--- src/rtl/dmem_arb_pkg.sv ---
// Shared types for the data-memory arbiter: owner state and lock-counter sizing.
package dmem_arb_pkg;

    typedef enum logic [1:0] {
        IDLE = 2'd0,
        OWN0 = 2'd1,
        OWN1 = 2'd2
    } arb_state_e;

    function automatic int lock_cnt_w(int max_lock);
        return $clog2(max_lock + 1);
    endfunction

    localparam int MAX_LOCK_DEF = 8;
    localparam int LOCK_CNT_W   = lock_cnt_w(MAX_LOCK_DEF);

endpackage

--- src/rtl/dmem_arb_rr.sv ---
// Two-way round-robin pick with an owner-hold override.
module dmem_arb_rr (
    input  logic [1:0] req_i,
    input  logic       last_i,
    input  logic       lock_i,
    output logic [1:0] gnt_o
);
    logic win1;

    // Under contention the held owner keeps it, otherwise the other side wins
    assign win1 = lock_i ? last_i : ~last_i;

    always_comb begin
        gnt_o = 2'b00;
        unique case (req_i)
            2'b01:   gnt_o = 2'b01;
            2'b10:   gnt_o = 2'b10;
            2'b11:   gnt_o = win1 ? 2'b10 : 2'b01;
            default: gnt_o = 2'b00;
        endcase
    end
endmodule

--- src/rtl/dmem_arbiter.sv ---
// CPU/DMA arbiter onto a single-port data memory with bounded burst locking.
module dmem_arbiter
    import dmem_arb_pkg::*;
#(
    parameter int N        = 32,
    parameter int ADDRESS  = 10,
    parameter int MAX_LOCK = 8
) (
    input  logic               clk_i,
    input  logic               rst_ni,
    input  logic               req0_i,
    input  logic               req1_i,
    input  logic               we0_i,
    input  logic               we1_i,
    input  logic               lock0_i,
    input  logic               lock1_i,
    input  logic [ADDRESS-1:0] addr0_i,
    input  logic [ADDRESS-1:0] addr1_i,
    input  logic [N-1:0]       wdata0_i,
    input  logic [N-1:0]       wdata1_i,
    output logic               gnt0_o,
    output logic               gnt1_o,
    output logic               rvalid0_o,
    output logic               rvalid1_o,
    output logic [N-1:0]       rdata0_o,
    output logic [N-1:0]       rdata1_o,
    output logic [ADDRESS-1:0] mem_addr_o,
    output logic [N-1:0]       mem_st_data_o,
    output logic               mem_st_en_o,
    input  logic [N-1:0]       mem_ld_data_i
);
    localparam int LW = lock_cnt_w(MAX_LOCK);
    localparam logic [LW-1:0] LOCK_MAX = LW'(MAX_LOCK);

    arb_state_e         state_q, state_d;
    logic               last_q, last_d;
    logic               lock_q, lock_d;
    logic [LW-1:0]      cnt_q, cnt_d;
    logic [LW-1:0]      cnt_inc;
    logic [1:0]         rr_gnt, gnt;
    logic               lock_hold;
    logic [ADDRESS-1:0] addr_q;
    logic               ld0, ld1;

    always_comb begin
        lock_hold = 1'b0;
        unique case (state_q)
            OWN0:    lock_hold = lock_q && req0_i && (cnt_q < LOCK_MAX);
            OWN1:    lock_hold = lock_q && req1_i && (cnt_q < LOCK_MAX);
            default: lock_hold = 1'b0;
        endcase
    end

    dmem_arb_rr u_rr (
        .req_i  ({req1_i, req0_i}),
        .last_i (last_q),
        .lock_i (lock_hold),
        .gnt_o  (rr_gnt)
    );

    // Reset masks grants so nothing reaches the memory while rst_ni is low
    assign gnt    = rst_ni ? rr_gnt : 2'b00;
    assign gnt0_o = gnt[0];
    assign gnt1_o = gnt[1];

    assign cnt_inc = (cnt_q == LOCK_MAX) ? cnt_q : cnt_q + LW'(1);

    always_comb begin
        state_d = IDLE;
        last_d  = last_q;
        lock_d  = 1'b0;
        cnt_d   = '0;
        unique case (1'b1)
            gnt[0]: begin
                state_d = OWN0;
                last_d  = 1'b0;
                lock_d  = lock0_i;
                cnt_d   = (state_q == OWN0 && lock_q) ? cnt_inc : LW'(1);
            end
            gnt[1]: begin
                state_d = OWN1;
                last_d  = 1'b1;
                lock_d  = lock1_i;
                cnt_d   = (state_q == OWN1 && lock_q) ? cnt_inc : LW'(1);
            end
            default: ;
        endcase
    end

    always_ff @(posedge clk_i or negedge rst_ni) begin
        if (!rst_ni) begin
            state_q <= IDLE;
            last_q  <= 1'b1;
            lock_q  <= 1'b0;
            cnt_q   <= '0;
        end else begin
            state_q <= state_d;
            last_q  <= last_d;
            lock_q  <= lock_d;
            cnt_q   <= cnt_d;
        end
    end

    assign mem_addr_o    = gnt[1] ? addr1_i :
                           gnt[0] ? addr0_i : addr_q;
    assign mem_st_data_o = gnt[1] ? wdata1_i : wdata0_i;
    assign mem_st_en_o   = (gnt[0] & we0_i) | (gnt[1] & we1_i);

    assign ld0 = gnt[0] & ~we0_i;
    assign ld1 = gnt[1] & ~we1_i;

    always_ff @(posedge clk_i or negedge rst_ni) begin
        if (!rst_ni) begin
            addr_q    <= '0;
            rvalid0_o <= 1'b0;
            rvalid1_o <= 1'b0;
            rdata0_o  <= '0;
            rdata1_o  <= '0;
        end else begin
            addr_q    <= mem_addr_o;
            rvalid0_o <= ld0;
            rvalid1_o <= ld1;
            if (ld0) rdata0_o <= mem_ld_data_i;
            if (ld1) rdata1_o <= mem_ld_data_i;
        end
    end
endmodule

--- config.mk ---
export PLATFORM = sky130hd
export DESIGN_NAME = dmem_arbiter
export DESIGN_NICKNAME = d
export VERILOG_FILES = /design/src/rtl/dmem_arb_pkg.sv /design/src/rtl/dmem_arb_rr.sv /design/src/rtl/dmem_arbiter.sv
export SDC_FILE = /design/constraint.sdc
export NUM_CORES = 1
export LEC_CHECK = 0
export ABC_AREA = 1
export CAP_MARGIN = 10
export CORE_MARGIN = 2
export CORE_UTILIZATION = 31
export DETAILED_ROUTE_END_ITERATION = 10
export PLACE_DENSITY_LB_ADDON = 0.08
export SLEW_MARGIN = 20
export SYNTH_ARGS = -nofsm -noshare
export SYNTH_HDL_FRONTEND = slang
export SYNTH_SLANG_ARGS = --single-unit
--- constraint.sdc ---
create_clock -name clk_i -period 2.52 [get_ports clk_i]
set_clock_uncertainty 0.15 [all_clocks]
set_input_delay 0.504 -clock clk_i [delete_from_list [all_inputs] [get_ports clk_i]]
set_output_delay 0.504 -clock clk_i [all_outputs]
set_load 0.01 [all_outputs]
==> reports/results.tsv <==
stage	metric	value	unit
grt	grt_pass1_vias	4126	
route	first_iter_violations	241	
clocking	clk_pin_slew	0.07	ns
route	drc	0	
clocking	cts.htree.levels	3	
final_layout	final_cell_mix	clkdlybuf4s50_1, nand2_1, dfrtp_1, inv_1, o21ai_1	
grt	gr-total-overflow	0	
yosys	yosysUniqueCellTypes	20	
clocking	clk_latency	0.33	ns
clocking	cts_tree	built	
route	drt_first_pass_iters	4	
yosys	synth.net_count	625	
critical_path	worstPathArrival	2.11	ns
pwr	peakVddDrop	373.8	uV
yosys	synthesis.area	3910	um^2
route	vias	4178	
grt	grt_max_degree	65	
timing	rsz0062_at_grt	true	
pwr	power.density	643.5	nW/um^2
critical_path	r2r_slack	0.22	ns
final_layout	fill_cells	1091	
critical_path	path_delay_family	buffers and inverters	
timing	hold_viol	0	
floorplan	design.core.area	12470	um^2
yosys	synth.area.top_cells	dfrtp_1, nand2_1, inv_1	
clocking	cts_root_buf	clkbuf_16	
critical_path	path_cells	inv_1 > ha_1 > inv_2 > nand3_2 > nand2_2 > nand3_2 > nand2_2 > nand2_4 > inv_4 > buf_12 > buf_8 > buf_16 > nand2_4 > nand2_4 > buf_6	
final_layout	layout.cells.non_filler	940	
timing	relSlewSlack	0.4789	
floorplan	io_pins	235	
route	antenna_left	0	
placed_design	place.gp.congestion	0.7682	
timing	fin_ws	-0.2438	ns
clocking	ctsHoldBuffers	0	
timing	setup_violations	45	
timing	fmax	0.3618	GHz
yosys	ys_ff_latch	84	
run_status	violations	setup timing	
placed_design	port_buffers	234	
yosys	synth_top_area_share	0.5312	
final_layout	regArea	2103	um^2
placed_design	dp_cells	895	
hold_path	hold_class	primary input to asynchronous set/reset pin	
floorplan	num_rows	41	
final_layout	layout_commonest_cell	clkdlybuf4s50_1	
critical_path	path_common_cell	nand2_4	
timing	layout_min_cycle_time	2.764	ns
timing	final.period_utilization	1.097	
final_layout	diodes	0	
yosys	seq_area_frac_synth	0.5379	
final_layout	multiInputGateArea	1604	um^2
critical_path	critPathLaunchType	flop	
yosys	syn_avg_cell_area	7.867	um^2
placed_design	pre_cts_slack	-0.4325	ns
yosys	yosysWarningCount	0	
pwr	leakagePower	3.701	nW
placed_design	hpwl	9268	um
route	via_per_inst	4.445	
final_layout	final_core_util	0.5854	
floorplan	start_util	0.3137	
timing	finalMaxSlewViolations	0	
critical_path	cp_max_fo	6	
clocking	clk_path_buf_depth	2	
grt	grt_usage	0.1918	
final_layout	postLayoutCellArea	7297	um^2
route	wl_per_cell	14.03	um
final_layout	synthToLayoutAreaGrowth	86.62	%
timing	worstMarginPinSlew	0.7817	ns
critical_path	cp.required	1.87	ns
critical_path	cp-end-kind	output port	
clocking	cts_buffers	9	
critical_path	cpPeakStageDelay	0.35	ns
grt	grt_first_pass_wirelength	20420	um
final_layout	final_nets	891	
floorplan	die_x	116.3	um
yosys	synth.largest_area_cell	dfrtp_1	
critical_path	cp.buffers_inverters	7	
critical_path	path_class	flop to output port	
floorplan	die_h	116.3	um
placed_design	postPlaceCellArea	6544	um^2
run_status	outcome	complete, but fails checks	
grt	antenna_found_initial	0	
floorplan	die-area	13530	um^2
critical_path	crit_slowest_cell	dfrtp_1	
final_layout	drive_above_1_share	0.2096	
clocking	cts.sinks	84	
flow_run	maxCapViolations	0	
timing	setup_tns	-7.567	ns
yosys	syn-instance-count	497	
route	wirelength	13180	um
[cells by family after synthesis]
kind of cell | count (synthesis) | share of synthesized area
and+or+nand+nor | 241 | 0.2483
buffers and inverters | 97 | 0.1072
DFF | 84 | 0.5379
xor gates and xnor gates | 2 | 0.004481
AOI/OAI and AO/OA | 69 | 0.08928
adders and majority gates | 4 | 0.01280
[synthesized netlist by cell type, drive strengths merged]
master  number
clkbuf       4
o21a         1
xor2         2
nand4       11
nand2      203
dfstp        1
ha           4
nand3       23
buf         23
o22ai        1
nor2         4
inv         70
o21ai       67
dfrtp       83
[worst register-to-register path, cell delays in order, from the launching register on]
cell     delay, ns
dfrtp_1       0.35
inv_1         0.05
ha_1          0.29
inv_2         0.08
nand3_2       0.07
nand2_2       0.07
nand3_2       0.08
buf_6         0.13
buf_6         0.11
nand3_4       0.09
buf_12        0.14
nand2_4       0.05
nand3_2       0.06
nand2_2       0.07
buf_6         0.11
buf_6         0.10
buf_4         0.12
buf_4         0.12
[registers in the layout, summed over array words and instances, names as in the netlist]
name / flops
rvalid1_o: 1
rdata1_o: 32
lock_q: 1
state_q: 2
rvalid0_o: 1
cnt_q: 4
addr_q: 10
rdata0_o: 32
last_q: 1
[per-layer routing]
layer,up-vias,global-route usage,routed length (um)
met5,-,0,0
met3,10,0.05553,1048
li1,2072,-,-
met4,0,0.05079,127
met1,1938,0.2285,5251
met2,158,0.3395,6757
[power breakdown]
part | switching [mW] | internal [mW] | total [mW]
registers | 0.125 | 1.60 | 1.72
logic | 0.699 | 0.930 | 1.63
clock network | 0.562 | 0.781 | 1.34
[final cells by class]
type | instances | area share
Inverter | 70 | 0.03635
Clock inverter | 6 | 0.009774
Timing Repair Buffer | 282 | 0.3849
Tap cell | 172 | 0.02949
Clock buffer | 10 | 0.03138
Sequential cell | 84 | 0.2882
Multi-Input combinational cell | 316 | 0.2198
[timing repair]
item | in CTS | in global routing
pin swaps | 16 | 12
setup endpoints to repair | 45 | 46
gates resized for setup | 237 | 43
setup buffers | 27 | 5
cloned | 6 | 1
[path summary, 6_finish.rpt]
kind	start	to	cells after the start
max	state_q[0]$_DFF_PN0_	mem_addr_o[8]	15
min	rst_ni	lock_q$_DFF_PN0_	2
max reg2reg	state_q[0]$_DFF_PN0_	addr_q[7]$_DFF_PN0_	17
min reg2reg	rdata1_o[7]$_DFFE_PN0P_	rdata1_o[7]$_DFFE_PN0P_	2
max in group asynchronous	rst_ni	rdata0_o[16]$_DFFE_PN0P_	2
min in group clk_i	rdata1_o[7]$_DFFE_PN0P_	rdata1_o[7]$_DFFE_PN0P_	2
[stage by stage]
step	total power [mW]	hold slack, ns
after floorplan	2.268	0.05841
after global placement	3.209	0.3169
after detailed placement	3.230	0.3235
after CTS	4.710	0.007986
after global routing	4.973	0.01835
final	4.696	0.01620
Power figures use the tool's default switching activity.
